**src/rtl/n_bit_serial_subtractor.sv**
```systemverilog
// Bit-serial subtractor: number1 - number2, one full-subtractor step per clock, LSB first.
// Outputs are registered and only move at the RUN->DONE edge or on reset.
module n_bit_serial_subtractor #(
  parameter int N = 8
) (
  input  logic         clk,
  input  logic         rst,
  input  logic         start,
  input  logic [N-1:0] number1,
  input  logic [N-1:0] number2,
  output logic [N-1:0] result,
  output logic         borrow,
  output logic         overflow,
  output logic         busy,
  output logic         done
);

  localparam int CW = $clog2(N);

  typedef enum logic [1:0] {S_IDLE, S_RUN, S_DONE} state_t;

  state_t         state_q, state_d;
  logic [N-1:0]   a_q, a_d;
  logic [N-1:0]   b_q, b_d;
  logic [N-1:0]   sh_q, sh_d;
  logic [CW-1:0]  cnt_q, cnt_d;
  logic           br_q, br_d;
  logic [N-1:0]   result_q, result_d;
  logic           borrow_q, borrow_d;
  logic           overflow_q, overflow_d;

  logic           a_bit, b_bit, diff_bit, br_nxt;
  logic [N-1:0]   sh_nxt;

  assign a_bit    = a_q[cnt_q];
  assign b_bit    = b_q[cnt_q];
  assign diff_bit = a_bit ^ b_bit ^ br_q;
  assign br_nxt   = (~a_bit & b_bit) | (~(a_bit ^ b_bit) & br_q);
  assign sh_nxt   = {diff_bit, sh_q[N-1:1]};

  always_comb begin
    state_d    = state_q;
    a_d        = a_q;
    b_d        = b_q;
    sh_d       = sh_q;
    cnt_d      = cnt_q;
    br_d       = br_q;
    result_d   = result_q;
    borrow_d   = borrow_q;
    overflow_d = overflow_q;
    case (state_q)
      S_IDLE: begin
        if (start) begin
          a_d     = number1;
          b_d     = number2;
          cnt_d   = '0;
          br_d    = 1'b0;
          state_d = S_RUN;
        end
      end
      S_RUN: begin
        sh_d  = sh_nxt;
        br_d  = br_nxt;
        cnt_d = cnt_q + CW'(1);
        if (cnt_q == CW'(N - 1)) begin
          state_d    = S_DONE;
          result_d   = sh_nxt;
          borrow_d   = br_nxt;
          // Signed overflow: operand signs differ and the result sign departs from the minuend.
          overflow_d = (a_q[N-1] != b_q[N-1]) && (sh_nxt[N-1] != a_q[N-1]);
        end
      end
      S_DONE:  state_d = S_IDLE;
      default: state_d = S_IDLE;
    endcase
  end

  always_ff @(posedge clk) begin
    if (rst) begin
      state_q    <= S_IDLE;
      a_q        <= '0;
      b_q        <= '0;
      sh_q       <= '0;
      cnt_q      <= '0;
      br_q       <= 1'b0;
      result_q   <= '0;
      borrow_q   <= 1'b0;
      overflow_q <= 1'b0;
    end else begin
      state_q    <= state_d;
      a_q        <= a_d;
      b_q        <= b_d;
      sh_q       <= sh_d;
      cnt_q      <= cnt_d;
      br_q       <= br_d;
      result_q   <= result_d;
      borrow_q   <= borrow_d;
      overflow_q <= overflow_d;
    end
  end

  assign result   = result_q;
  assign borrow   = borrow_q;
  assign overflow = overflow_q;
  assign busy     = (state_q == S_RUN);
  assign done     = (state_q == S_DONE);

endmodule

```
**config.mk**
```make
export PLATFORM = sky130hd
export DESIGN_NAME = n_bit_serial_subtractor
export DESIGN_NICKNAME = d
export VERILOG_FILES = /design/src/rtl/n_bit_serial_subtractor.sv
export SDC_FILE = /design/constraint.sdc
export NUM_CORES = 1
export LEC_CHECK = 0
export ABC_AREA = 1
export CORE_AREA = 2 2 71 60
export CTS_CLUSTER_SIZE = 8
export DETAILED_ROUTE_END_ITERATION = 8
export DIE_AREA = 0 0 73 62
export PLACE_DENSITY_LB_ADDON = 0.1
export SYNTH_ARGS = -nofsm -noshare
export SYNTH_HDL_FRONTEND = slang
export SYNTH_SLANG_ARGS = --single-unit
```
**constraint.sdc**
```tcl
create_clock -name clk -period 1.6 [get_ports clk]
set_input_delay 0.16 -clock clk [delete_from_list [all_inputs] [get_ports clk]]
set_output_delay 0.16 -clock clk [all_outputs]
set_load 0.01 [all_outputs]
```
## Word level (Yosys, flattened, before mapping)

Cells that the tools add are included.

- Reduce and logical (&&, ||, !) cells: 7
- Bitwise logic cells: 7
- Multipliers: 0
- Multiplexer cells: 11
- Shift-type cells: 0
- Equal/unequal tests: 7
- Magnitude comparators: 1
- $add $sub $neg: 1
- Divide/modulo/power cells: 0

Operators by type and width:

| operator | number |
|---|---|
| $reduce_and 2->1 | 4 |
| $bmux 1 s3 | 2 |
| $pmux 3 s2 | 1 |
| $lt 3x4->1 const B | 1 |
| $mux 2 | 2 |
| $pmux 2 s2 | 1 |
| $add 3x1->3 const B | 1 |
| $eq 3x3->1 const B | 1 |
| $mux 1 | 3 |
| $mux 3 | 1 |
| $and 1x1->1 | 2 |
| $eq 2x1->1 const B | 1 |
| $eq 2x2->1 const B | 1 |
| $logic_not 2->1 | 1 |
| $ne 1x1->1 | 2 |
| $ne 2x1->1 const B | 1 |
| $ne 2x2->1 const B | 1 |
| $not 1->1 | 2 |
| $pmux 1 s2 | 1 |
| $reduce_bool 2->1 | 1 |
| $xor 1x1->1 | 2 |
| $logic_and 1x1->1 | 1 |
| $or 1x1->1 | 1 |

- Flip-flop bits (word level): 40
- Bits of input ports: 19
- Memories kept: 0
- Logic and storage cells: 43
- Output and inout port bits: 12
- Latch bits: 0
- Bits in read-only memories: 0
- RAM bits: 0

## Longest topological paths before layout

- Depth after elaboration: 7
- Depth in mapped cells: 13
- Gate-level depth less buffers: 12

## Worst setup path after synthesis

No wires, ideal clock.

- Kind: register to register
- Start: register cnt_q[0]
- End: register overflow_q (netlist: overflow)
- Setup slack: -0.130 ns
- Path buffers: 1
- Data arrival time: 1.621 ns
- Cell stages (with the launch flop): 14
- Data required time: 1.491 ns
- Clock period less this slack: 1.730 ns
- Library setup time: 0.109 ns
- Cells stage by stage: dfxtp_1 > buf_2 > inv_2 > nand2_1 > nand3_1 > nand2_1 > nand2_1 > nand2_1 > fa_1 > inv_1 > nand3_1 > nand3_1 > nand2_1 > inv_1

- Word-level cells in the longest chain between the ends: 6
- Elaborated cells between the ends (all ways): 10
- Those cells by class: 2 x eq/ne; 4 x mux; 2 x bitwise; 2 x reduce/logical

Ends and longest elaborated chain:

| element | RTL line | source |
|---|---|---|
| start: declaration | 26 | `logic [CW-1:0] cnt_q, cnt_d;` |
| start signal: assignment | 94 | `cnt_q <= cnt_d;` |
| $bmux 1 s3, on equally long branches | 35, 36 |  |
| $mux 1, on equally long branches | 35, 36 |  |
| $xor 1x1->1 (*) (2 in a row) | 37 | `assign diff_bit = a_bit ^ b_bit ^ br_q;` |
| net diff_bit | 32 | `logic a_bit, b_bit, diff_bit, br_nxt;` |
| $ne 1x1->1 (*) | 70 | `overflow_d = (a_q[N-1] != b_q[N-1]) && (sh_nxt[N-1] != a_q[N-1]);` |
| $logic_and 1x1->1 (*) | 70 |  |
| end signal: assignment | 98 | `overflow_q <= overflow_d;` |
| end: declaration | 30 | `logic overflow_q, overflow_d;` |

Mark *: on every way through the listed nets, which the timed path passes. The rest lies on a longest branch. The select of a mux whose other input is x is not followed.
A chain may end at the register's enable or synchronous reset.

## Final worst setup path

Ends and elaborated chain as after synthesis.

==> PnR_summary.wiki <==
{| class="wikitable"
! Metric !! Value
|-
| Outcome || finished with violations
|-
| Portion of the clock cycle consumed by the worst path in the final layout || 1.08
|-
| Fraction of post-synthesis cell area in the top cell type by area || 0.472
|-
| Share of synthesized registers carrying an async set or reset || 0
|-
| Die footprint || 4530 sq um
|-
| Post-detailed-route DRC marker count || 0
|-
| Antenna violations before repair || 0
|-
| Area occupied by registers || 787 sq um
|-
| Layout cell share with drive strength beyond 1 || 0.172
|-
| Count of state elements after synthesis || 39
|-
| Number of buffers on the longest clock path || 2
|-
| Setup TNS || -273 ps
|-
| Amount of wire on met3 after detailed routing || 197 um
|-
| Mapped Area || 1660 sq um
|-
| Avg WL per Cell || 11.1 um
|-
| Worst R2R Path Depth || 12
|-
| Per-instance average area after synthesis || 7.23 sq um
|-
| Area growth from synthesis to layout || 33.4%
|-
| Share of the yosys chip area belonging to registers || 0.472
|-
| Final Worst Setup Slack || -136 ps
|-
| Worst IR Drop VDD || 461 uV
|-
| Tightest slew margin relative to the limit || 0.775
|-
| GRT Total Usage || 0.169
|-
| Failing checks || setup timing
|-
| Number of rows created at floorplan || 21
|-
| Remaining number of nets flagged by the antenna check after routing || 0
|-
| Post-Place Worst Slack || -161 ps
|-
| Total non-filler cell area in the finished layout || 2210 sq um
|-
| Cell at the root of the clock tree || clkbuf_8
|-
| YS warnings || 0
|-
| Pins over their slew limit || 0
|-
| Gate Count Post-Synth || 229
|-
| Chip Width || 73 um
|-
| Vias/cell || 4.65
|-
| Leak Pwr || 0.917 nW
|-
| Number of global-route vias before repair || 1,245
|-
| Sinks on Clock Net || 39
|-
| Length of the first detailed-routing pass in iterations || 6
|-
| Achievable Freq || 0.576 GHz
|-
| Antenna cell count || 0
|-
| Critical Path Sink Type || flip-flop
|-
| Vertical extent of the die || 62 um
|-
| Clock transition at the registers of the reported paths || 70 ps
|-
| Top_reg_cell synth || dfxtp_1
|-
| Count of H-tree levels built during CTS || 2
|-
| Routed via count || 1,483
|-
| Library cell with the largest summed area after synthesis || dfxtp_1
|-
| DP HPWL || 2500 um
|-
| WL final || 3540 um
|-
| Number of enable flip-flop cells after synthesis || 0
|-
| Pin count of the biggest net entering global routing || 19
|-
| Total power density per cell area || 937 nW/um^2
|-
| Post-Place Cell Area || 2050 sq um
|-
| Net count of the finished layout || 294
|-
| Worst Path Arrival || 1930 ps
|-
| Number of filler cells placed in the layout || 403
|-
| Type of the worst min-delay path || flip-flop to flip-flop
|-
| Clock tree from TritonCTS || yes
|-
| Initial Util || 0.423
|-
| Number of buffers created by CTS || 5
|-
| Top metal layer carrying routed signals || met4
|-
| Worst clock skew on the final layout || 4.70 ps
|-
| Area of the multi-input gates || 747 sq um
|-
| First-pass GRT wire length || 5750 um
|-
| Slew at the pin closest to its max-slew limit || 337 ps
|-
| Reported max-cap violation count || 0
|-
| Crit Path Category || flip-flop to flip-flop
|-
| WL met2 || 1330 um
|-
| Number of nets in the synthesized netlist || 251
|-
| Maximum fanout along the worst path || 6
|-
| RePlAce Congestion || 0.795
|-
| Floorplan core area || 3920 sq um
|-
| Nature of the critical path startpoint || flip-flop
|-
| Number of DRC markers in iteration 0 || 60
|-
| Biggest area contributors in the synthesized netlist || dfxtp_1 47%, nor2_1 10%, nand2_1 9.8%, o21ai_0 7.9%, inv_1 5.7%
|-
| Final-report setup violation count || 3
|-
| Met1 Wirelength || 1980 um
|-
| Hold Violations, Final || 0
|-
| Setup repair after global routing missed its margin || true
|-
| Data required time of the worst path || 1800 ps
|-
| Clk_lat worst skew || 290 ps
|-
| Non-filler instance count after layout || 319
|-
| Top-Level Pins || 31
|-
| Buffers on Ports || 30
|-
| Minimum clock period || 1740 ps
|-
| Library cells used by synthesis || 25
|-
| Placed insts || 309
|-
| Hold Path Depth || 2
|-
| Overflow left after global routing || 0
|}
cells in the mapped netlist (2+ instances only):
master,count
inv_1,25
o21ai_1,2
dfxtp_1,39
ha_1,2
buf_6,3
clkbuf_1,2
clkbuf_2,2
nand3_1,16
nand2_1,43
a21oi_1,12
o21ai_0,26
nor2_1,44
path summary, 6_finish.rpt:
check        slack (ps)                    from                endpoint
max                -140   cnt_q[0]$_SDFFE_PP0P_   overflow$_SDFFE_PP0P_
min                 460  result[7]$_SDFFE_PP0P_  result[7]$_SDFFE_PP0P_
max reg2reg        -140   cnt_q[0]$_SDFFE_PP0P_   overflow$_SDFFE_PP0P_
min reg2reg         460  result[7]$_SDFFE_PP0P_  result[7]$_SDFFE_PP0P_
layout make-up:
class | instances | area share
tap | 46 | 0.0261
inverter | 29 | 0.0538
clock inverter | 1 | 0.00227
multi-input combinational | 152 | 0.338
clock buffer | 7 | 0.0346
timing repair buffer | 45 | 0.189
sequential | 39 | 0.356
metrics by stage:
step                      hold WS [ps]  power [mW]   util
after floorplan                    308        1.28      -
after global placement             453        1.41  0.524
after detailed placement           455        1.41  0.524
after CTS                          467        2.05  0.547
after global routing               488        2.19  0.564
final                              463        2.07  0.564
sequential cells by signal, indices dropped and copies added (netlist names):
signal	flops
a_q	8
cnt_q	3
state_q	2
sh_q	7
borrow	1
overflow	1
result	8
b_q	8
br_q	1
logic make-up (layout without fill, tap and decap cells):
group,after synthesis,in the layout,share of synthesized area
buffers and inverters,38,82,0.107
adders and majority gates,3,3,0.0272
and+or+nand+nor,107,107,0.264
AOI/OAI and AO/OA,42,42,0.131
DFF,39,39,0.472
power breakdown:
part | leakage (nW) | switching, mW | internal, mW
Combinational | 0.554 | 0.185 | 0.172
Sequential | 0.321 | 0.0380 | 1.03
Clock | 0.0422 | 0.340 | 0.306
cell usage in the layout (no fill, tap or decap):
cell / instances
clkbuf_8: 5
a21oi_2: 2
nand3_2: 5
clkdlybuf4s50_1: 30
buf_4: 14
buf_6: 1
dfxtp_1: 36
or2_1: 1
clkinv_2: 1
fa_2: 1
nor2_1: 44
inv_6: 1
nand2_2: 8
a21oi_1: 11
clkinv_1: 1
nor2_2: 1
nand3_1: 11
dfxtp_4: 1
inv_2: 2
inv_4: 2
o21ai_0: 23
ha_1: 2
dfxtp_2: 2
clkbuf_1: 2
inv_1: 23
o21ai_1: 5
nand2_1: 36
nand2_4: 1
o21a_1: 1
critical path: stages, from the launching register on:
cell and delay (ps):
dfxtp_4 400, buf_6 140, nand2_2 50, nand3_2 50, nand2_1 50, nand2_1 80, nand2_2 60, fa_2 570
inv_2 50, nand3_2 50, nand3_2 60, nand2_1 60, inv_1 30
what timing repair did:
item / 4_1_cts / 5_1_grt
pin swaps: 0 / 16
buffers inserted: 0 / 2
setup endpoints to repair: 5 / 12
endpoints found under the hold margin: 0 / 0
gates cloned: 0 / 0
hold buffers: 0 / 0
resized for setup: 3 / 23
layer usage:
| layer | track usage | vias to the layer above |
|---|---|---|
| li1 | - | 804 |
| met1 | 0.252 | 645 |
| met5 | 0 | - |
| met3 | 0.0565 | 3 |
| met2 | 0.228 | 31 |
| met4 | 0.0476 | 0 |
Power figures use the tool's default switching activity.
